## src/rtl/uart_dtm_tx_framer_if.sv

```systemverilog
// Handshake and line signals between the DTM response mux and the UART TX framer.
// The master supplies payload and length; the slave (framer) reports status and drives the line.
interface uart_dtm_tx_framer_if #(
    parameter int MAX_BYTES = 6
);
    localparam int LW = $clog2(MAX_BYTES + 1);

    logic [8*MAX_BYTES-1:0] DATA_I;
    logic [LW-1:0]          LEN_I;
    logic                   VALID_I;
    logic                   READY_O;
    logic                   TX_O;
    logic                   BUSY_O;
    logic                   DONE_O;

    modport master (
        output DATA_I, LEN_I, VALID_I,
        input  READY_O, TX_O, BUSY_O, DONE_O
    );

    modport slave (
        input  DATA_I, LEN_I, VALID_I,
        output READY_O, TX_O, BUSY_O, DONE_O
    );
endinterface

```

## src/rtl/uart_dtm_tx_framer.sv

```systemverilog
// DTM UART transmit framer: serialises a multi-byte response as 8N1 frames, LSB byte first,
// sending every payload byte equal to ESC twice so the host can separate data from escapes.
module uart_dtm_tx_framer #(
    parameter int         CLK_RATE  = 25000000,
    parameter int         BAUD_RATE = 3000000,
    parameter logic [7:0] ESC       = 8'hB1,
    parameter int         MAX_BYTES = 6
) (
    input logic                 CLK_I,
    input logic                 RST_I,
    uart_dtm_tx_framer_if.slave bus
);
    localparam int CLKS_PER_BIT = CLK_RATE / BAUD_RATE;
    localparam int CW           = (CLKS_PER_BIT > 1) ? $clog2(CLKS_PER_BIT) : 1;
    localparam int LW           = $clog2(MAX_BYTES + 1);
    localparam int DW           = 8 * MAX_BYTES;
    localparam logic [CW-1:0] CNT_LAST = CW'(CLKS_PER_BIT - 1);
    localparam logic [LW-1:0] LEN_MAX  = LW'(MAX_BYTES);

    generate
        if (CLKS_PER_BIT < 2) begin : g_baud_check
            $error("uart_dtm_tx_framer: CLK_RATE/BAUD_RATE must be at least 2");
        end
    endgenerate

    typedef enum logic [2:0] {IDLE, START, DATA, STOP, NEXT} state_t;

    state_t          state_q, state_d, phase_s;
    logic [CW-1:0]   cnt_q, cnt_d;
    logic [2:0]      bit_q, bit_d;
    logic [LW-1:0]   byte_q, byte_d;
    logic            stuff_q, stuff_d;
    logic [DW-1:0]   data_q, data_d;
    logic [LW-1:0]   len_q, len_d;
    logic            tx_q, tx_d;
    logic            ready_q, ready_d;
    logic            busy_q, busy_d;
    logic            done_q, done_d;
    logic            accept_s;
    logic            cnt_end_s;
    logic [LW-1:0]   len_in_s;
    logic [7:0]      cur_byte_s;

    assign accept_s   = bus.VALID_I & ready_q;
    assign cnt_end_s  = (cnt_q == CNT_LAST);
    assign len_in_s   = (bus.LEN_I > LEN_MAX) ? LEN_MAX : bus.LEN_I;
    assign cur_byte_s = 8'(data_q >> {byte_q, 3'b000});

    // NEXT is never registered: it is the decision taken on the last cycle of STOP.
    assign phase_s = (state_q == STOP && cnt_end_s) ? NEXT : state_q;

    // Next-state, counter and output computation.
    always_comb begin
        state_d = state_q;
        cnt_d   = cnt_q;
        bit_d   = bit_q;
        byte_d  = byte_q;
        stuff_d = stuff_q;
        data_d  = data_q;
        len_d   = len_q;
        done_d  = 1'b0;
        tx_d    = 1'b1;

        case (phase_s)
            IDLE: begin
                if (accept_s) begin
                    data_d  = bus.DATA_I;
                    len_d   = len_in_s;
                    cnt_d   = '0;
                    bit_d   = 3'd0;
                    byte_d  = '0;
                    stuff_d = 1'b0;
                    if (len_in_s != '0) begin
                        state_d = START;
                    end else begin
                        done_d = 1'b1;
                    end
                end else begin
                    state_d = IDLE;
                end
            end
            START: begin
                if (cnt_end_s) begin
                    cnt_d   = '0;
                    bit_d   = 3'd0;
                    state_d = DATA;
                end else begin
                    cnt_d = cnt_q + CW'(1);
                end
            end
            DATA: begin
                if (cnt_end_s) begin
                    cnt_d = '0;
                    if (bit_q == 3'd7) begin
                        state_d = STOP;
                    end else begin
                        bit_d = bit_q + 3'd1;
                    end
                end else begin
                    cnt_d = cnt_q + CW'(1);
                end
            end
            STOP: begin
                cnt_d = cnt_q + CW'(1);
            end
            NEXT: begin
                cnt_d = '0;
                bit_d = 3'd0;
                // An ESC byte goes out a second time before the byte index moves on.
                if (cur_byte_s == ESC && !stuff_q) begin
                    stuff_d = 1'b1;
                    state_d = START;
                end else begin
                    stuff_d = 1'b0;
                    if (byte_q == len_q - LW'(1)) begin
                        byte_d  = '0;
                        done_d  = 1'b1;
                        state_d = IDLE;
                    end else begin
                        byte_d  = byte_q + LW'(1);
                        state_d = START;
                    end
                end
            end
            default: begin
                state_d = IDLE;
            end
        endcase

        case (state_d)
            IDLE:    tx_d = 1'b1;
            START:   tx_d = 1'b0;
            DATA:    tx_d = cur_byte_s[bit_d];
            STOP:    tx_d = 1'b1;
            default: tx_d = 1'b1;
        endcase

        // A zero-length accept stays in IDLE but still spends one cycle not ready.
        ready_d = (state_d == IDLE) && !accept_s;
        busy_d  = (state_d != IDLE);
    end

    // State and output registers with synchronous reset.
    always_ff @(posedge CLK_I) begin
        if (RST_I) begin
            state_q <= IDLE;
            cnt_q   <= '0;
            bit_q   <= 3'd0;
            byte_q  <= '0;
            stuff_q <= 1'b0;
            data_q  <= '0;
            len_q   <= '0;
            tx_q    <= 1'b1;
            ready_q <= 1'b1;
            busy_q  <= 1'b0;
            done_q  <= 1'b0;
        end else begin
            state_q <= state_d;
            cnt_q   <= cnt_d;
            bit_q   <= bit_d;
            byte_q  <= byte_d;
            stuff_q <= stuff_d;
            data_q  <= data_d;
            len_q   <= len_d;
            tx_q    <= tx_d;
            ready_q <= ready_d;
            busy_q  <= busy_d;
            done_q  <= done_d;
        end
    end

    assign bus.TX_O    = tx_q;
    assign bus.READY_O = ready_q;
    assign bus.BUSY_O  = busy_q;
    assign bus.DONE_O  = done_q;
endmodule

```

## src/flat_wrapper.sv

```systemverilog
// flat-port wrapper written by rule: the top's interface ports become plain ports
module uart_dtm_tx_framer_flat 
#(
    parameter int         CLK_RATE  = 25000000,
    parameter int         BAUD_RATE = 3000000,
    parameter logic [7:0] ESC       = 8'hB1,
    parameter int         MAX_BYTES = 6
)
  (CLK_I, RST_I, bus_DATA_I, bus_LEN_I, bus_VALID_I, bus_READY_O, bus_TX_O, bus_BUSY_O, bus_DONE_O);
  uart_dtm_tx_framer_if #(.MAX_BYTES(MAX_BYTES)) bus_i ();
  input logic CLK_I;
  input logic RST_I;
  input wire logic [$bits(bus_i.DATA_I)-1:0] bus_DATA_I;
  input wire logic [$bits(bus_i.LEN_I)-1:0] bus_LEN_I;
  input wire logic [$bits(bus_i.VALID_I)-1:0] bus_VALID_I;
  output wire logic [$bits(bus_i.READY_O)-1:0] bus_READY_O;
  output wire logic [$bits(bus_i.TX_O)-1:0] bus_TX_O;
  output wire logic [$bits(bus_i.BUSY_O)-1:0] bus_BUSY_O;
  output wire logic [$bits(bus_i.DONE_O)-1:0] bus_DONE_O;
  assign bus_i.DATA_I = bus_DATA_I;
  assign bus_i.LEN_I = bus_LEN_I;
  assign bus_i.VALID_I = bus_VALID_I;
  assign bus_READY_O = bus_i.READY_O;
  assign bus_TX_O = bus_i.TX_O;
  assign bus_BUSY_O = bus_i.BUSY_O;
  assign bus_DONE_O = bus_i.DONE_O;
  uart_dtm_tx_framer #(.CLK_RATE(CLK_RATE), .BAUD_RATE(BAUD_RATE), .ESC(ESC), .MAX_BYTES(MAX_BYTES)) u_core (.CLK_I(CLK_I), .RST_I(RST_I), .bus(bus_i));
endmodule
```

## config.mk

```make
export PLATFORM = sky130hd
export DESIGN_NAME = uart_dtm_tx_framer_flat
export DESIGN_NICKNAME = d
export VERILOG_FILES = /design/src/rtl/uart_dtm_tx_framer_if.sv /design/src/rtl/uart_dtm_tx_framer.sv /design/src/flat_wrapper.sv
export SDC_FILE = /design/constraint.sdc
export NUM_CORES = 1
export LEC_CHECK = 0
export CORE_UTILIZATION = 46
export DETAILED_ROUTE_END_ITERATION = 10
export PLACE_DENSITY = 0.71
export SETUP_SLACK_MARGIN = 0.02
export SLEW_MARGIN = 0
export SYNTH_ARGS = -nofsm -noshare
export SYNTH_HDL_FRONTEND = slang
export SYNTH_SLANG_ARGS = --single-unit
export TNS_END_PERCENT = 100
```

## constraint.sdc

```tcl
create_clock -name CLK_I -period 3.3 [get_ports CLK_I]
set_input_delay 0.66 -clock CLK_I [delete_from_list [all_inputs] [get_ports CLK_I]]
set_output_delay 0.66 -clock CLK_I [all_outputs]
set_load 0.1 [all_outputs]
```

Word level (Yosys, flattened, before mapping) --
Index checks and enable logic that the tools add are counted.
Word-level totals: bits in registers 68, bits in latches 0, RAM bits 0, ROM bits 0, bits of input ports 54, output and inout port bits 4, logic and storage cells 80, memories 0
Cells by class: add/sub/neg operators 4, $mul 0, div/mod/pow operators 0, magnitude comparators 2, eq/ne operators 13, shift-type cells 1, mux-type cells 32, bitwise logic cells 1, reduce and logical (&&, ||, !) cells 16
Operators by type and width (number):
- $mux 3 | 16
- $shr 48x6->8 | 1
- $pmux 3 s4 | 2
- $pmux 3 s5 | 1
- $eq 3x2->1 const B | 4
- $add 3x1->3 const B | 3
- $eq 3x3->1 const B | 3
- $eq 8x8->1 const B | 1
- $mux 1 | 8
- $eq 3x1->1 const B | 2
- $logic_not 3->1 | 2
- $pmux 1 s2 | 3
- $pmux 3 s2 | 1
- $reduce_and 2->1 | 3
- $reduce_bool 3->1 | 2
- $lt 3x4->1 const B | 1
- $reduce_bool 4->1 | 1
- $bmux 1 s3 | 1
- $eq 3x3->1 | 1
- $gt 3x3->1 const B | 1
- $logic_and 1x1->1 | 3
- $reduce_and 3->1 | 1
- $sub 3x1->3 const B | 1
- $logic_not 1->1 | 2
- 5 further kinds | 5

Longest topological paths before layout --
depth after elaboration 8, mapped depth 9, depth with buffers taken out 9

Worst setup path before layout --
No wires, ideal clock.
kind flip-flop to flip-flop, start register u_core.ready_q (netlist: u_core.bus.READY_O), end register u_core.ready_q (netlist: u_core.bus.READY_O), arrival 2.326 ns, slack 0.858 ns, cell stages (with the launch flop) 8, buffers on the path 1, path through dfxtp_1 -> nand2_1 -> or4_1 -> clkbuf_1 -> o22ai_1 -> a21oi_1 -> o21a_1 -> a31o_1
On the way: longest elaborated chain between the ends 5, elaborated cells on any way between the ends 6, those cells by class 2 x mux; 1 x bitwise; 3 x reduce/logical
RTL lines:
- from (decl) | line uart_dtm_tx_framer.sv:36 | logic ready_q, ready_d;
- from (signal assigned) | line uart_dtm_tx_framer.sv:166 | ready_q <= ready_d;
- $and 1x1->1 (*) | line uart_dtm_tx_framer.sv:44 | assign accept_s = bus.VALID_I & ready_q;
- $mux 3 | line uart_dtm_tx_framer.sv:66 | if (accept_s) begin
- $pmux 3 s5 | line uart_dtm_tx_framer.sv:64 | case (phase_s)
- $logic_not 3->1 | line uart_dtm_tx_framer.sv:139 | ready_d = (state_d == IDLE) && !accept_s;
- $logic_and 1x1->1 (*) | line uart_dtm_tx_framer.sv:139
Every way passes the cells marked *; elsewhere a longest branch is shown, timed or not. A chain may end at the register's enable or synchronous reset.

Worst setup path in the final report --
start register u_core.byte_q[1], end register u_core.tx_q (netlist: u_core.bus.TX_O)
On the way: longest elaborated chain between the ends 7, elaborated cells on any way between the ends 12, those cells by class 4 x eq/ne; 1 x shift; 6 x mux; 1 x reduce/logical
RTL lines:
- from (decl) | line uart_dtm_tx_framer.sv:31 | logic [LW-1:0] byte_q, byte_d;
- from (signal assigned) | line uart_dtm_tx_framer.sv:161 | byte_q <= byte_d;
- $shr 48x6->8 | line uart_dtm_tx_framer.sv:47 | assign cur_byte_s = 8'(data_q >> {byte_q, 3'b000});
- $eq 8x8->1 | line uart_dtm_tx_framer.sv:110 | if (cur_byte_s == ESC && !stuff_q) begin
- $logic_and 1x1->1 | line uart_dtm_tx_framer.sv:110
- $mux 3 | line uart_dtm_tx_framer.sv:110
- $pmux 3 s5 | line uart_dtm_tx_framer.sv:64
- $eq 3x2->1 / $eq 3x1->1 (equally long branches) | line uart_dtm_tx_framer.sv:130 | case (state_d)
- $pmux 1 s2 (*) | line uart_dtm_tx_framer.sv:130
- to (signal assigned) | line uart_dtm_tx_framer.sv:165 | tx_q <= tx_d;
- to (decl) | line uart_dtm_tx_framer.sv:35 | logic tx_q, tx_d;
Every way passes the cells marked *; elsewhere a longest branch is shown, timed or not. The select of a mux whose other input is x is not followed.

==> metrics.txt <==
Req. time, crit path=3510 ps; DIE HEIGHT=86.0 um; Max Cap Violations=0; pin count of the biggest net entering global routing=53; clock latency at the later pin of the worst-skew pair=340 ps; Worst Skew=6.78 ps; WL/cell=12.9 um; asr flop ratio synth=0%; core area=0.00679 sq mm; syn_nets=448; Total Nets Final=497; die width=86.0 um; Hold Crit Class=reg -> reg; Final ANT Viol Nets=0; number of I/O pins=58; GR Overflow Total=0; Critical Path AT=2890 ps; initial antenna violation count=0; routed vias=2770; sequential cell area=0.00136 sq mm; Initial Utilization=47.7%; WS Path Type=reg -> reg; RSZ-0062 raised after global routing=false; Cells after Synth=389; fin util=60.1%; Post CTS Setup Buffer Count=0; All-Layer GR Usage=20.3%; fmax=0.374 GHz; Vias/cell=5.14; Total Wirelength=6960 um; CTS Hold Bufs=0; vias in the first global route=2602; register area share after synthesis=42.0%; Pwr Density=496 mW/mm^2; commonest non-fill, non-tap cell in the layout=nand2_1; Crit. End Element=flip-flop; grt met3 use=5.58%; number of buffers created by CTS=9; grt met1 use=25.5%; clk slew on worst S/H paths=70 ps; initial drt markers=118; post-synth cell types=58; clock sink total=68; outcome=complete, no violations; first drt pass iteration count=4; placed cell area=0.00382 sq mm; Max VDD drop=0.334 mV; R2R depth=8; WHS Path Cells=2; Antenna Cells=0; Avg Cell Area, Syn=8.34 sq um; Hold Slack=455 ps; EDFF count, synth=0; Pleak=1.47 nW; share of cells above drive strength 1=11.1%; most frequent cells in the layout=nand2_1 (115), dfxtp_1 (68), a21oi_1 (58); Multi-input gate area=0.00170 sq mm; setup violators final=0; global placer's final weighted congestion=0.869; post-DP HPWL=5050 um; synthesized flop and latch total=68; H-tree depth=3; GR Layer Usage met2=33.8%; CTS tree=built; clock buffer depth=2; row count=30; area of the die=0.00739 sq mm; Worst-Margin Slew=742 ps; Worst slew margin=50.6%; Final min period=2680 ps; filler cell count=609; Mapped Area=0.00324 sq mm; setup_tns=0 ps; Post-route DRC=0; Final Slew Violations=0; YS warnings=0; Synth Flop Type=dfxtp_1; quantity of gates resized following cts=0; global-route wire length before repair=11700 um; I/O Buffers=57; Area Growth Syn to Fin=25.8%; GR peak layer=met2; period utilization=81.1%; largest fanout on the critical path=9; startpoint types=flip-flop; Clk Tree Root Cell=clkbuf_8; Final Instance Area=0.00408 sq mm; Hold Fails Final Rpt=0
==> path summary, 6_finish.rpt <==
| kind | start | end | slack, ps |
|---|---|---|---|
| hold / removal | u_core.data_q[34] | u_core.data_q[34] | 460 |
| setup / recovery | u_core.byte_q[1] | u_core.bus.TX_O | 620 |
| hold reg to reg | u_core.data_q[34] | u_core.data_q[34] | 460 |
| setup reg to reg | u_core.byte_q[1] | u_core.bus.TX_O | 620 |
==> worst max-delay path, stage by stage, from the launching register on <==
cell      delay (ps)
dfxtp_1          580
buf_4            270
mux2_2           350
a222oi_1         390
o211a_1          250
nand4_2          160
o21a_1           290
nor3_1           200
a41oi_1           60
==> layer usage <==
metal	part of all wire [%]	vias up
met2	48	58
li1	-	1436
met4	1.1	0
met3	3.7	7
met1	47	1269
met5	0	-
==> per-stage QoR <==
step	instances	power (mW)	setup slack [ps]
floorplan	389	1.05	858
global placement	523	1.14	559
detailed placement	523	1.15	516
CTS	539	2.04	702
global route	539	2.11	579
finish	539	2.03	624
==> layout make-up <==
type                    count  area share, %
well taps                  96           2.94
inverters                   7          0.644
repair buffers             64           14.9
clock buffers              10           3.13
clock inverters             6           3.34
flip-flops and latches     68           33.4
multi-input cells         288           41.7
==> kinds of logic after synthesis <==
kind of cell    after synthesis  synth area share [%]
compound gates               90                  17.6
xor+xnor                      5                  1.35
fa+ha+maj                     5                  1.93
buf+inv                      33                  5.59
flops                        68                  42.0
mux                          24                  9.41
other cells                   1                 0.116
simple gates                163                  22.1
==> cell usage after synthesis, types with 4 or more instances <==
cell      instances  share of area, %
a21oi_1          58               9.0
buf_6             7               2.4
clkbuf_1         17               2.0
dfxtp_1          68                42
ha_1              5               1.9
inv_1             7              0.81
mux2_2            9               3.1
mux2i_1          11               3.4
nand2_1         115                13
nand2b_1          5              0.96
nor2_1           18               2.1
nor3_1            4              0.62
o22ai_1           4              0.77
xnor2_1           5               1.4
==> flip-flops by register name, summed over array words and instances, names as in the netlist, 3 cells and up <==
signal          flops
u_core.cnt_q        3
u_core.bit_q        3
u_core.data_q      48
u_core.state_q      3
u_core.len_q        3
u_core.byte_q       3
==> power breakdown <==
part / internal (mW) / leakage [nW] / switching (mW)
Combinational: 0.120 / 0.790 / 0.129
Clock: 0.580 / 0.127 / 0.318
Sequential: 0.854 / 0.553 / 0.0255
Note: power is estimated with default switching activity, not from simulation.
